### src/rtl/spi_bridge_pkg.sv
// Shared constants and FSM encoding for the SPI-to-register-file bridge.
package spi_bridge_pkg;

    localparam int ADDR_W     = 6;
    localparam int DATA_W     = 8;
    localparam int FRAME_BITS = 16;
    localparam int RW_BIT     = 7;
    localparam int CNT_W      = $clog2(FRAME_BITS);

    typedef enum logic [1:0] {
        IDLE,
        CMD,
        DATA,
        WAIT_CS
    } state_e;

endpackage

### src/rtl/spi_bridge_if.sv
// SPI pins plus the register-file strobe bus seen by the bridge.
interface spi_bridge_if;
    import spi_bridge_pkg::*;

    logic              sclk;
    logic              cs_n;
    logic              mosi;
    logic              miso;
    logic              read;
    logic              write;
    logic [ADDR_W-1:0] addr;
    logic [DATA_W-1:0] data_write;
    logic [DATA_W-1:0] data_read;

    // The bridge itself.
    modport slave (
        input  sclk, cs_n, mosi, data_read,
        output miso, read, write, addr, data_write
    );

    // SPI master and register file seen from the outside.
    modport master (
        output sclk, cs_n, mosi, data_read,
        input  miso, read, write, addr, data_write
    );

endinterface

### src/rtl/spi_bridge_sync_edge.sv
// Multi-flop synchronizer with single-cycle rise/fall pulses on the
// synchronized value. Resets to 0 so a level already low at reset release
// never looks like a falling edge.
module sync_edge #(
    parameter int SYNC_STAGES = 2
) (
    input  logic clk,
    input  logic rst_n,
    input  logic d_i,
    output logic q_o,
    output logic rise_o,
    output logic fall_o
);

    logic [SYNC_STAGES-1:0] sync_q;
    logic                   prev_q;

    // Shift the async input through the synchronizer and remember the last value.
    always_ff @(posedge clk or negedge rst_n) begin
        if (!rst_n) begin
            sync_q <= '0;
            prev_q <= 1'b0;
        end else begin
            sync_q <= {sync_q[SYNC_STAGES-2:0], d_i};
            prev_q <= sync_q[SYNC_STAGES-1];
        end
    end

    assign q_o    = sync_q[SYNC_STAGES-1];
    assign rise_o =  q_o & ~prev_q;
    assign fall_o = ~q_o &  prev_q;

endmodule

### src/rtl/spi_bridge.sv
// SPI mode-0 slave that turns 16-bit frames {rw,rsvd,addr[5:0]},{data}
// into single-cycle read/write strobes for the register file. Everything
// runs in clk; sclk/cs_n/mosi are oversampled.
module spi_bridge
    import spi_bridge_pkg::*;
#(
    parameter int SYNC_STAGES = 2
) (
    input  logic         clk,
    input  logic         rst_n,
    spi_bridge_if.slave  bus
);

    logic sclk_rise, sclk_fall, sclk_s;
    logic cs_s, cs_rise, cs_fall;
    logic mosi_s;
    logic rise_en, fall_en;

    logic [SYNC_STAGES-1:0] mosi_sync_q;

    state_e            state_q, state_d;
    logic [CNT_W-1:0]  cnt_q, cnt_d;
    logic [DATA_W-1:0] cmd_sr_q, cmd_sr_d;
    logic [DATA_W-1:0] rx_sr_q, rx_sr_d;
    logic [DATA_W-1:0] tx_sr_q, tx_sr_d;
    logic              rw_q, rw_d;
    logic [ADDR_W-1:0] addr_q, addr_d;
    logic [DATA_W-1:0] dw_q, dw_d;
    logic              read_q, read_d;
    logic              write_q, write_d;
    logic              miso_q, miso_d;

    sync_edge #(.SYNC_STAGES(SYNC_STAGES)) u_sclk_sync (
        .clk    (clk),
        .rst_n  (rst_n),
        .d_i    (bus.sclk),
        .q_o    (sclk_s),
        .rise_o (sclk_rise),
        .fall_o (sclk_fall)
    );

    sync_edge #(.SYNC_STAGES(SYNC_STAGES)) u_cs_sync (
        .clk    (clk),
        .rst_n  (rst_n),
        .d_i    (bus.cs_n),
        .q_o    (cs_s),
        .rise_o (cs_rise),
        .fall_o (cs_fall)
    );

    // mosi gets the same depth as sclk so it lines up with the detected edge.
    always_ff @(posedge clk or negedge rst_n) begin
        if (!rst_n) mosi_sync_q <= '0;
        else        mosi_sync_q <= {mosi_sync_q[SYNC_STAGES-2:0], bus.mosi};
    end

    assign mosi_s  = mosi_sync_q[SYNC_STAGES-1];
    // sclk activity only counts while the chip is selected.
    assign rise_en = sclk_rise & ~cs_s;
    assign fall_en = sclk_fall & ~cs_s;

    // FSM state register.
    always_ff @(posedge clk or negedge rst_n) begin
        if (!rst_n) state_q <= IDLE;
        else        state_q <= state_d;
    end

    // Next-state: start on cs_n fall, abort on cs_n high, advance on bit counts.
    always_comb begin
        state_d = state_q;
        unique case (state_q)
            IDLE:    if (cs_fall) state_d = CMD;
            CMD:     if (cs_s) state_d = IDLE;
                     else if (rise_en && cnt_q == CNT_W'(DATA_W - 1)) state_d = DATA;
            DATA:    if (cs_s || cs_rise) state_d = IDLE;
                     else if (rise_en && cnt_q == CNT_W'(FRAME_BITS - 1)) state_d = WAIT_CS;
            WAIT_CS: if (cs_s) state_d = IDLE;
            default: state_d = IDLE;
        endcase
    end

    // Datapath next-state: shifting, address/strobe generation and miso.
    always_comb begin
        cnt_d    = cnt_q;
        cmd_sr_d = cmd_sr_q;
        rx_sr_d  = rx_sr_q;
        tx_sr_d  = tx_sr_q;
        rw_d     = rw_q;
        addr_d   = addr_q;
        dw_d     = dw_q;
        read_d   = 1'b0;
        write_d  = 1'b0;
        miso_d   = 1'b0;
        unique case (state_q)
            IDLE: begin
                if (cs_fall) cnt_d = '0;
            end
            CMD: begin
                if (rise_en) begin
                    cmd_sr_d = {cmd_sr_q[DATA_W-2:0], mosi_s};
                    cnt_d    = cnt_q + 1'b1;
                    if (cnt_q == CNT_W'(DATA_W - 1)) begin
                        addr_d = cmd_sr_d[ADDR_W-1:0];
                        rw_d   = cmd_sr_d[RW_BIT];
                        read_d = ~cmd_sr_d[RW_BIT];
                    end
                end
            end
            DATA: begin
                if (!cs_s) begin
                    // Read data is captured in the strobe cycle itself.
                    if (read_q) tx_sr_d = bus.data_read;
                    if (!rw_q) begin
                        miso_d = miso_q;
                        if (fall_en) begin
                            miso_d  = tx_sr_q[DATA_W-1];
                            tx_sr_d = {tx_sr_q[DATA_W-2:0], 1'b0};
                        end
                    end
                    if (rise_en) begin
                        cnt_d = cnt_q + 1'b1;
                        if (rw_q) begin
                            rx_sr_d = {rx_sr_q[DATA_W-2:0], mosi_s};
                            if (cnt_q == CNT_W'(FRAME_BITS - 1)) begin
                                dw_d    = rx_sr_d;
                                write_d = 1'b1;
                            end
                        end
                    end
                end
            end
            WAIT_CS: ;
            default: ;
        endcase
    end

    // Datapath registers.
    always_ff @(posedge clk or negedge rst_n) begin
        if (!rst_n) begin
            cnt_q    <= '0;
            cmd_sr_q <= '0;
            rx_sr_q  <= '0;
            tx_sr_q  <= '0;
            rw_q     <= 1'b0;
            addr_q   <= '0;
            dw_q     <= '0;
            read_q   <= 1'b0;
            write_q  <= 1'b0;
            miso_q   <= 1'b0;
        end else begin
            cnt_q    <= cnt_d;
            cmd_sr_q <= cmd_sr_d;
            rx_sr_q  <= rx_sr_d;
            tx_sr_q  <= tx_sr_d;
            rw_q     <= rw_d;
            addr_q   <= addr_d;
            dw_q     <= dw_d;
            read_q   <= read_d;
            write_q  <= write_d;
            miso_q   <= miso_d;
        end
    end

    assign bus.read       = read_q;
    assign bus.write      = write_q;
    assign bus.addr       = addr_q;
    assign bus.data_write = dw_q;
    assign bus.miso       = miso_q;

endmodule
### src/flat_wrapper.sv
// flat-port wrapper written by rule: the top's interface ports become plain ports
module spi_bridge_flat import spi_bridge_pkg::*;
#(
    parameter int SYNC_STAGES = 2
)
  (clk, rst_n, bus_sclk, bus_cs_n, bus_mosi, bus_data_read, bus_miso, bus_read, bus_write, bus_addr, bus_data_write);
  spi_bridge_if bus_i ();
  input  logic clk;
  input  logic rst_n;
  input wire logic [$bits(bus_i.sclk)-1:0] bus_sclk;
  input wire logic [$bits(bus_i.cs_n)-1:0] bus_cs_n;
  input wire logic [$bits(bus_i.mosi)-1:0] bus_mosi;
  input wire logic [$bits(bus_i.data_read)-1:0] bus_data_read;
  output wire logic [$bits(bus_i.miso)-1:0] bus_miso;
  output wire logic [$bits(bus_i.read)-1:0] bus_read;
  output wire logic [$bits(bus_i.write)-1:0] bus_write;
  output wire logic [$bits(bus_i.addr)-1:0] bus_addr;
  output wire logic [$bits(bus_i.data_write)-1:0] bus_data_write;
  assign bus_i.sclk = bus_sclk;
  assign bus_i.cs_n = bus_cs_n;
  assign bus_i.mosi = bus_mosi;
  assign bus_i.data_read = bus_data_read;
  assign bus_miso = bus_i.miso;
  assign bus_read = bus_i.read;
  assign bus_write = bus_i.write;
  assign bus_addr = bus_i.addr;
  assign bus_data_write = bus_i.data_write;
  spi_bridge #(.SYNC_STAGES(SYNC_STAGES)) u_core (.clk(clk), .rst_n(rst_n), .bus(bus_i));
endmodule
### config.mk
export PLATFORM = sky130hd
export DESIGN_NAME = spi_bridge_flat
export DESIGN_NICKNAME = d
export VERILOG_FILES = /design/src/rtl/spi_bridge_pkg.sv /design/src/rtl/spi_bridge_if.sv /design/src/rtl/spi_bridge_sync_edge.sv /design/src/rtl/spi_bridge.sv /design/src/flat_wrapper.sv
export SDC_FILE = /design/constraint.sdc
export NUM_CORES = 1
export LEC_CHECK = 0
export CAP_MARGIN = 20
export CELL_PAD_IN_SITES_DETAIL_PLACEMENT = 1
export CELL_PAD_IN_SITES_GLOBAL_PLACEMENT = 1
export CORE_MARGIN = 8
export CORE_UTILIZATION = 44
export CTS_CLUSTER_DIAMETER = 100
export DETAILED_ROUTE_END_ITERATION = 8
export HOLD_SLACK_MARGIN = 0.1
export PLACE_DENSITY = 0.74
export RECOVER_POWER = 100
export REMOVE_ABC_BUFFERS = 1
export SLEW_MARGIN = 20
export SYNTH_ARGS = -nofsm -noshare
export SYNTH_HDL_FRONTEND = slang
export SYNTH_SLANG_ARGS = --single-unit
### constraint.sdc
create_clock -name clk -period 2.4 [get_ports clk]
set_input_delay 0.24 -clock clk [delete_from_list [all_inputs] [get_ports clk]]
set_output_delay 0.24 -clock clk [all_outputs]
set_load 0.03 [all_outputs]
== After elaboration in Yosys (flattened, before gate mapping) ==
Index checks and enable logic that the tools add are counted.

* Reductions and logical operators: 12
* Bitwise logic cells: 11
* Muxes and demuxes: 26
* Eq/ne operators: 11
* Add/sub/neg operators: 1

{| class="wikitable"
|+ Operator list
! kind !! count
|-
| 2-to-1 mux 8 bit || 3
|-
| 2-to-1 mux 1 bit || 12
|-
| 2-to-1 mux 2 bit || 6
|-
| 2-to-1 mux 4 bit || 3
|-
| one-hot mux 4 bit (3 select lines) || 1
|-
| one-hot mux 2 bit (4 select lines) || 1
|-
| AND reduction 4 bit || 2
|-
| AND 1 bit || 6
|-
| AND reduction 3 bit || 2
|-
| NOT 1 bit || 5
|-
| AND reduction 5 bit || 1
|-
| adder 4 x 1 -> 4 bit (second input constant) || 1
|-
| == test 2 bit (second input constant) || 2
|-
| == test 4 x 3 -> 1 bit (second input constant) || 1
|-
| == test 4 bit (second input constant) || 1
|-
| inequality test 2 bit (second input constant) || 2
|-
| inequality test 4 x 2 -> 1 bit (second input constant) || 1
|-
| AND reduction 2 bit || 2
|-
| inequality test 3 x 1 -> 1 bit (second input constant) || 1
|-
| inequality test 3 x 2 -> 1 bit (second input constant) || 1
|-
| nonzero test 3 bit || 1
|-
| == test 2 x 1 -> 1 bit (second input constant) || 1
|-
| logical AND 1 bit || 2
|-
| zero test 2 bit || 1
|-
| 2 further kinds || 2
|}

* Input port bits: 13
* Output and inout bits: 17
* Word-level logic and storage cells: 77
* Register bits: 54

== Logic depth before layout (Yosys ltp) ==
Gate-level depths: netlist of the first run.

* Depth in word-level cells: 7
* Gate-level depth with buffers: 7
* Depth with buffers taken out: 6

== Cells and area by module ==
A second synthesis of the first run with hierarchy kept.

* Cells, all modules: 174
* Area, all modules: 2282.2 µm²

{| class="wikitable"
|+ By module, submodules not included
! module !! cells each !! seq. area each (µm²) !! area each (µm²) !! times used
|-
| spi_bridge || 164 || 1201.2 || 2102.0 || 1
|-
| sync_edge || 5 || 75.1 || 90.1 || 2
|}

== Least setup slack after synthesis of the first run ==
Ideal clock, no wire load.

* Path type: register -> register
* Start: reg u_core.u_cs_sync.sync_q[1]
* End: reg u_core.dw_q[0] (netlist: u_core.bus.data_write[0])
* Path slack: 0.517 ns
* Path buffers: 2
* Stages on the path, launching flop included: 7
* Period minus slack after synthesis: 1.883 ns
* Data required time: 2.275 ns
* Setup time: 0.125 ns
* Arrival time: 1.757 ns
* Cells stage by stage: dfrtp_1 > or3b_1 > buf_6 > nor2_8 > and4_4 > buf_12 > mux2_4

* Word-level cells in the longest chain between the ends: 3

{| class="wikitable"
|+ RTL lines
! item !! line !! text
|-
| start, declared || spi_bridge_sync_edge.sv:15 || <nowiki>logic [SYNC_STAGES-1:0] sync_q;</nowiki>
|-
| start signal, assigned || spi_bridge_sync_edge.sv:24 || <nowiki>sync_q <= {sync_q[SYNC_STAGES-2:0], d_i};</nowiki>
|-
| NOT 1 bit (no line) (*) || -- ||
|-
| AND 1 bit || spi_bridge.sv:59 || <nowiki>assign rise_en = sclk_rise & ~cs_s;</nowiki>
|-
| AND reduction 5 bit (no line) (*) || -- ||
|-
| end signal, assigned || spi_bridge.sv:157 || <nowiki>dw_q <= dw_d;</nowiki>
|-
| end, declared || spi_bridge.sv:28 || <nowiki>logic [DATA_W-1:0] dw_q, dw_d;</nowiki>
|}

Every way passes the cells marked *; elsewhere a longest branch is shown, timed or not.
A chain may end at the register's enable or synchronous reset.

== Final worst setup path of the first run ==
* Start: reg u_core.u_cs_sync.sync_q[1]
* End: reg u_core.tx_sr_q[4]

* Word-level cells in the longest chain between the ends: 4
* Elaborated cells between the ends (all ways): 5
* Those cells by class: mux: 2; bitwise: 2; reduce/logical: 1

{| class="wikitable"
|+ RTL lines
! item !! line !! text
|-
| NOT 1 bit (no line) (*) || -- ||
|-
| AND 1 bit || spi_bridge.sv:60 || <nowiki>assign fall_en = sclk_fall & ~cs_s;</nowiki>
|-
| 2-to-1 mux 8 bit || spi_bridge.sv:115 || <nowiki>if (fall_en) begin</nowiki>
|-
| 2-to-1 mux 8 bit || spi_bridge.sv:113 || <nowiki>if (!rw_q) begin</nowiki>
|-
| end signal, assigned || spi_bridge.sv:154 || <nowiki>tx_sr_q <= tx_sr_d;</nowiki>
|-
| end, declared || spi_bridge.sv:25 || <nowiki>logic [DATA_W-1:0] tx_sr_q, tx_sr_d;</nowiki>
|}

Marked as above.

==> results of run 1 <==
==> layer usage <==
layer  part of all wire (%)  wire length (µm)
met5                      0                 0
met4                    1.3                61
met3                    3.5               169
met2                     51              2449
met1                     44              2092
==> logic make-up after synthesis <==
group / Yosys count
multiplexers: 31
AND/OR/NAND/NOR: 34
buffers and inverters: 11
AO/OA/AOI/OAI: 33
flip-flops: 54
adder cells (fa/ha/maj): 6
==> flip-flops by register name (all words and copies together) (netlist names) <==
name and flops:
u_core.cmd_sr_q 7, u_core.cnt_q 4, u_core.u_cs_sync.prev_q 1, u_core.mosi_sync_q 2
u_core.u_sclk_sync.sync_q 2, u_core.rw_q 1, u_core.u_cs_sync.sync_q 2, u_core.bus.read 1
u_core.bus.data_write 8, u_core.bus.addr 6, u_core.state_q 2, u_core.bus.miso 1
u_core.rx_sr_q 7, u_core.bus.write 1, u_core.u_sclk_sync.prev_q 1, u_core.tx_sr_q 8
==> area by class of cell <==
| type | instances | area [µm²] | area share [%] |
|---|---|---|---|
| clock buffers | 6 | 72.57 | 2.669 |
| clock inverters | 2 | 37.54 | 1.381 |
| inverters | 5 | 18.77 | 0.6903 |
| multi-input cells | 104 | 839.6 | 30.88 |
| flip-flops and latches | 54 | 1351 | 49.70 |
| well taps | 70 | 87.58 | 3.221 |
| repair buffers | 33 | 311.5 | 11.46 |
==> cell usage in the layout, fill, tap and decap left out <==
master / count
and4bb_2: 1
bufinv_16: 1
mux2_2: 21
nand2b_1: 2
o22ai_1: 8
mux2_1: 9
o21ai_0: 4
o32a_1: 1
nor2b_1: 2
a21oi_1: 10
and2_1: 1
a31oi_1: 1
nand3b_1: 2
inv_1: 5
nand2_1: 7
clkbuf_2: 2
or4b_1: 1
a211oi_1: 2
a22o_1: 3
clkinvlp_4: 1
a2111oi_0: 1
dlygate4sd3_1: 21
and4_4: 1
nand3_1: 1
mux2i_1: 1
clkdlybuf4s50_1: 8
nor3_1: 1
clkbuf_8: 5
dfrtp_1: 54
ha_1: 6
o221ai_1: 1
nor3b_1: 1
clkbuf_1: 2
or3b_1: 1
and3b_1: 1
a21o_1: 2
nor2_1: 10
nor2_8: 1
and2b_1: 1
buf_4: 1
==> final timing paths <==
path                                            start                    endpoint  slack (ns)  cells past startpoint
max in group asynchronous                       rst_n           u_core.tx_sr_q[1]        0.65                      3
setup / recovery           u_core.u_cs_sync.sync_q[1]           u_core.tx_sr_q[4]        0.29                      4
min in group asynchronous                       rst_n          u_core.cmd_sr_q[6]        0.71                      2
setup reg to reg           u_core.u_cs_sync.sync_q[1]           u_core.tx_sr_q[4]        0.29                      4
hold / removal             u_core.u_cs_sync.sync_q[0]  u_core.u_cs_sync.sync_q[1]        0.36                      0
hold reg to reg            u_core.u_cs_sync.sync_q[0]  u_core.u_cs_sync.sync_q[1]        0.36                      0
==> where the power goes <==
part           switching, mW  internal, mW  total (mW)  leakage, nW
Clock                  0.290         0.311       0.601       0.0514
Sequential            0.0774         0.990        1.07        0.687
Combinational          0.170         0.170       0.340        0.574
Total                  0.537          1.47        2.01         1.31
==> what timing repair did <==
action	4_1_cts	5_1_grt
setup endpoints to repair	0	0
hold buffers	1	0
setup buffers	0	0
hold endpoints to repair	23	0
==> metrics.yaml, run 1 <==
outcome:
  status: "complete, no violations"
clock_tree:
  cts_buffers: 5
  cts_tree: "yes"
  clock_sinks: 54
  clk_latency_ns: 0.31
  ctsResizeCount: 0
  htreeDepth: 2
  cts_buffer_depth: 2
  cts.clk_slew.worst_paths_ns: 0.09
  root_buffer: "clkbuf_8"
sta:
  finalCriticalPeriod_ns: 2.108
  fin_ws_ns: 0.2921
  hold_ws_ns: 0.3566
  tightest_slew_ns: 1.245
  finClkSkew_ns: 0.005766
  period_share_pct: 87.83
  slew_headroom_pct: 17.00
  drv_slew: 0
  setup_tns_ns: 0
  hold_viol_final: 0
  rsz0062_at_grt: "false"
  max_freq_ghz: 0.4744
  setup_viol: 0
placed_design:
  dp_slack_ns: 0.3387
  placed_area_mm2: 0.002639
  place_congestion: 0.8312
  portBuffers: 29
  dp_hpwl_um: 3522
  numPlacedInstances: 265
layout:
  n_fill_cell: 532
  syn2layout_area_growth_pct: 18.61
  finalInstanceArea_mm2: 0.002719
  final_nets: 222
  fin_cells: 274
  diodes: 0
  utilization_pct: 53.57
  post_route_cells_drive_above_1_share_pct: 16.67
logic_synthesis:
  muxShareOfSynthArea_pct: 16.48
  yosysSeqAreaShare_pct: 58.95
  synth_area_mm2: 0.002292
  yosysTopAreaCell: "dfrtp_1"
  synth_fa_ha_area_share_pct: 3.275
  synth_xor_area_share_pct: 0
  ys_ff_latch: 54
  synth_top_area_share_pct: 58.95
  yosysMostFrequentCell: "dfrtp_1"
  ys_warn_count: 0
  synth_compound_area_share_pct: 9.334
  synth_top_family_by_area: "multiplexers"
  ys_types: 38
  synth_cells: 169
  async_flop_share_pct: 100.0
  synth_edf_count: 0
  synth-simple-area-share_pct: 9.007
  avgSynthCellArea_um2: 13.56
  synthTopCellsByArea: "dfrtp_1, mux2_2, mux2_4"
  ys.flop_type: "dfrtp_1"
  synth_common_cells: "dfrtp_1, mux2_2, nor2_1"
setup_path:
  cp.buffers_inverters: 0
  critPathArrivalTime_ns: 2.34
  critPathKind: "reg -> reg"
  crit_top_cell: "a21oi_1"
  path_cells: "or4b_1 -> a21oi_1 -> nor2_1 -> a21oi_1"
  worst_ep_required_time_ns: 2.63
  cp_top_family: "simple AND/OR/NAND/NOR gates"
  crit_fanout: 10
  endpoint_kind: "register"
  crit_path_top_delay_cell: "or4b_1"
  worstSetupStartpointType: "register"
  slowest_delay_ns: 0.71
global_route:
  grt_usage_pct: 13.74
  grt_pass1_wl_um: 8128
  met1_usage_pct: 16.71
  antenna_found_initial: 0
  grt-busiest-layer: "met2"
  overflow: 0
  grt_pass1_vias: 1598
  grt_max_degree: 26
  met3_usage_pct: 4.034
  grt_util_met2_pct: 22.81
route:
  drt_first_iter_violations: 68
  drcViolationCount: 0
  antenna_left: 0
  firstDrtPassIters: 4
  vias_per_cell: 5.266
  vias: 1443
  wl_um: 4773
  routedWlPerCell_um: 17.42
die:
  initial_core_util_pct: 45.17
  io_pins: 30
  die_y_um: 88.18
  die_w_um: 88.18
  num_rows: 26
  core_area_mm2: 0.005075
  die-area_mm2: 0.007775
power:
  p_leak_nw: 1.313
  peakVddDrop_mv: 0.3850
  fin_total_pwr_mw: 2.008
  power.density_mw_per_mm2: 738.6
run:
  maxCapViolCount: 0
worst_hold_path:
  hp-class: "reg -> reg"
(Power assumes the default switching activity.)
==> run 2, diff against run 1 <==
--- a/config.mk
+++ b/config.mk
@@ -10,7 +10,6 @@
 export CELL_PAD_IN_SITES_GLOBAL_PLACEMENT = 1
 export CORE_MARGIN = 8
 export CORE_UTILIZATION = 44
-export CTS_CLUSTER_DIAMETER = 100
 export DETAILED_ROUTE_END_ITERATION = 8
 export HOLD_SLACK_MARGIN = 0.1
 export PLACE_DENSITY = 0.74
==> results of run 2 <==
Final layout, timing and power as in run 1 (identical DEF).
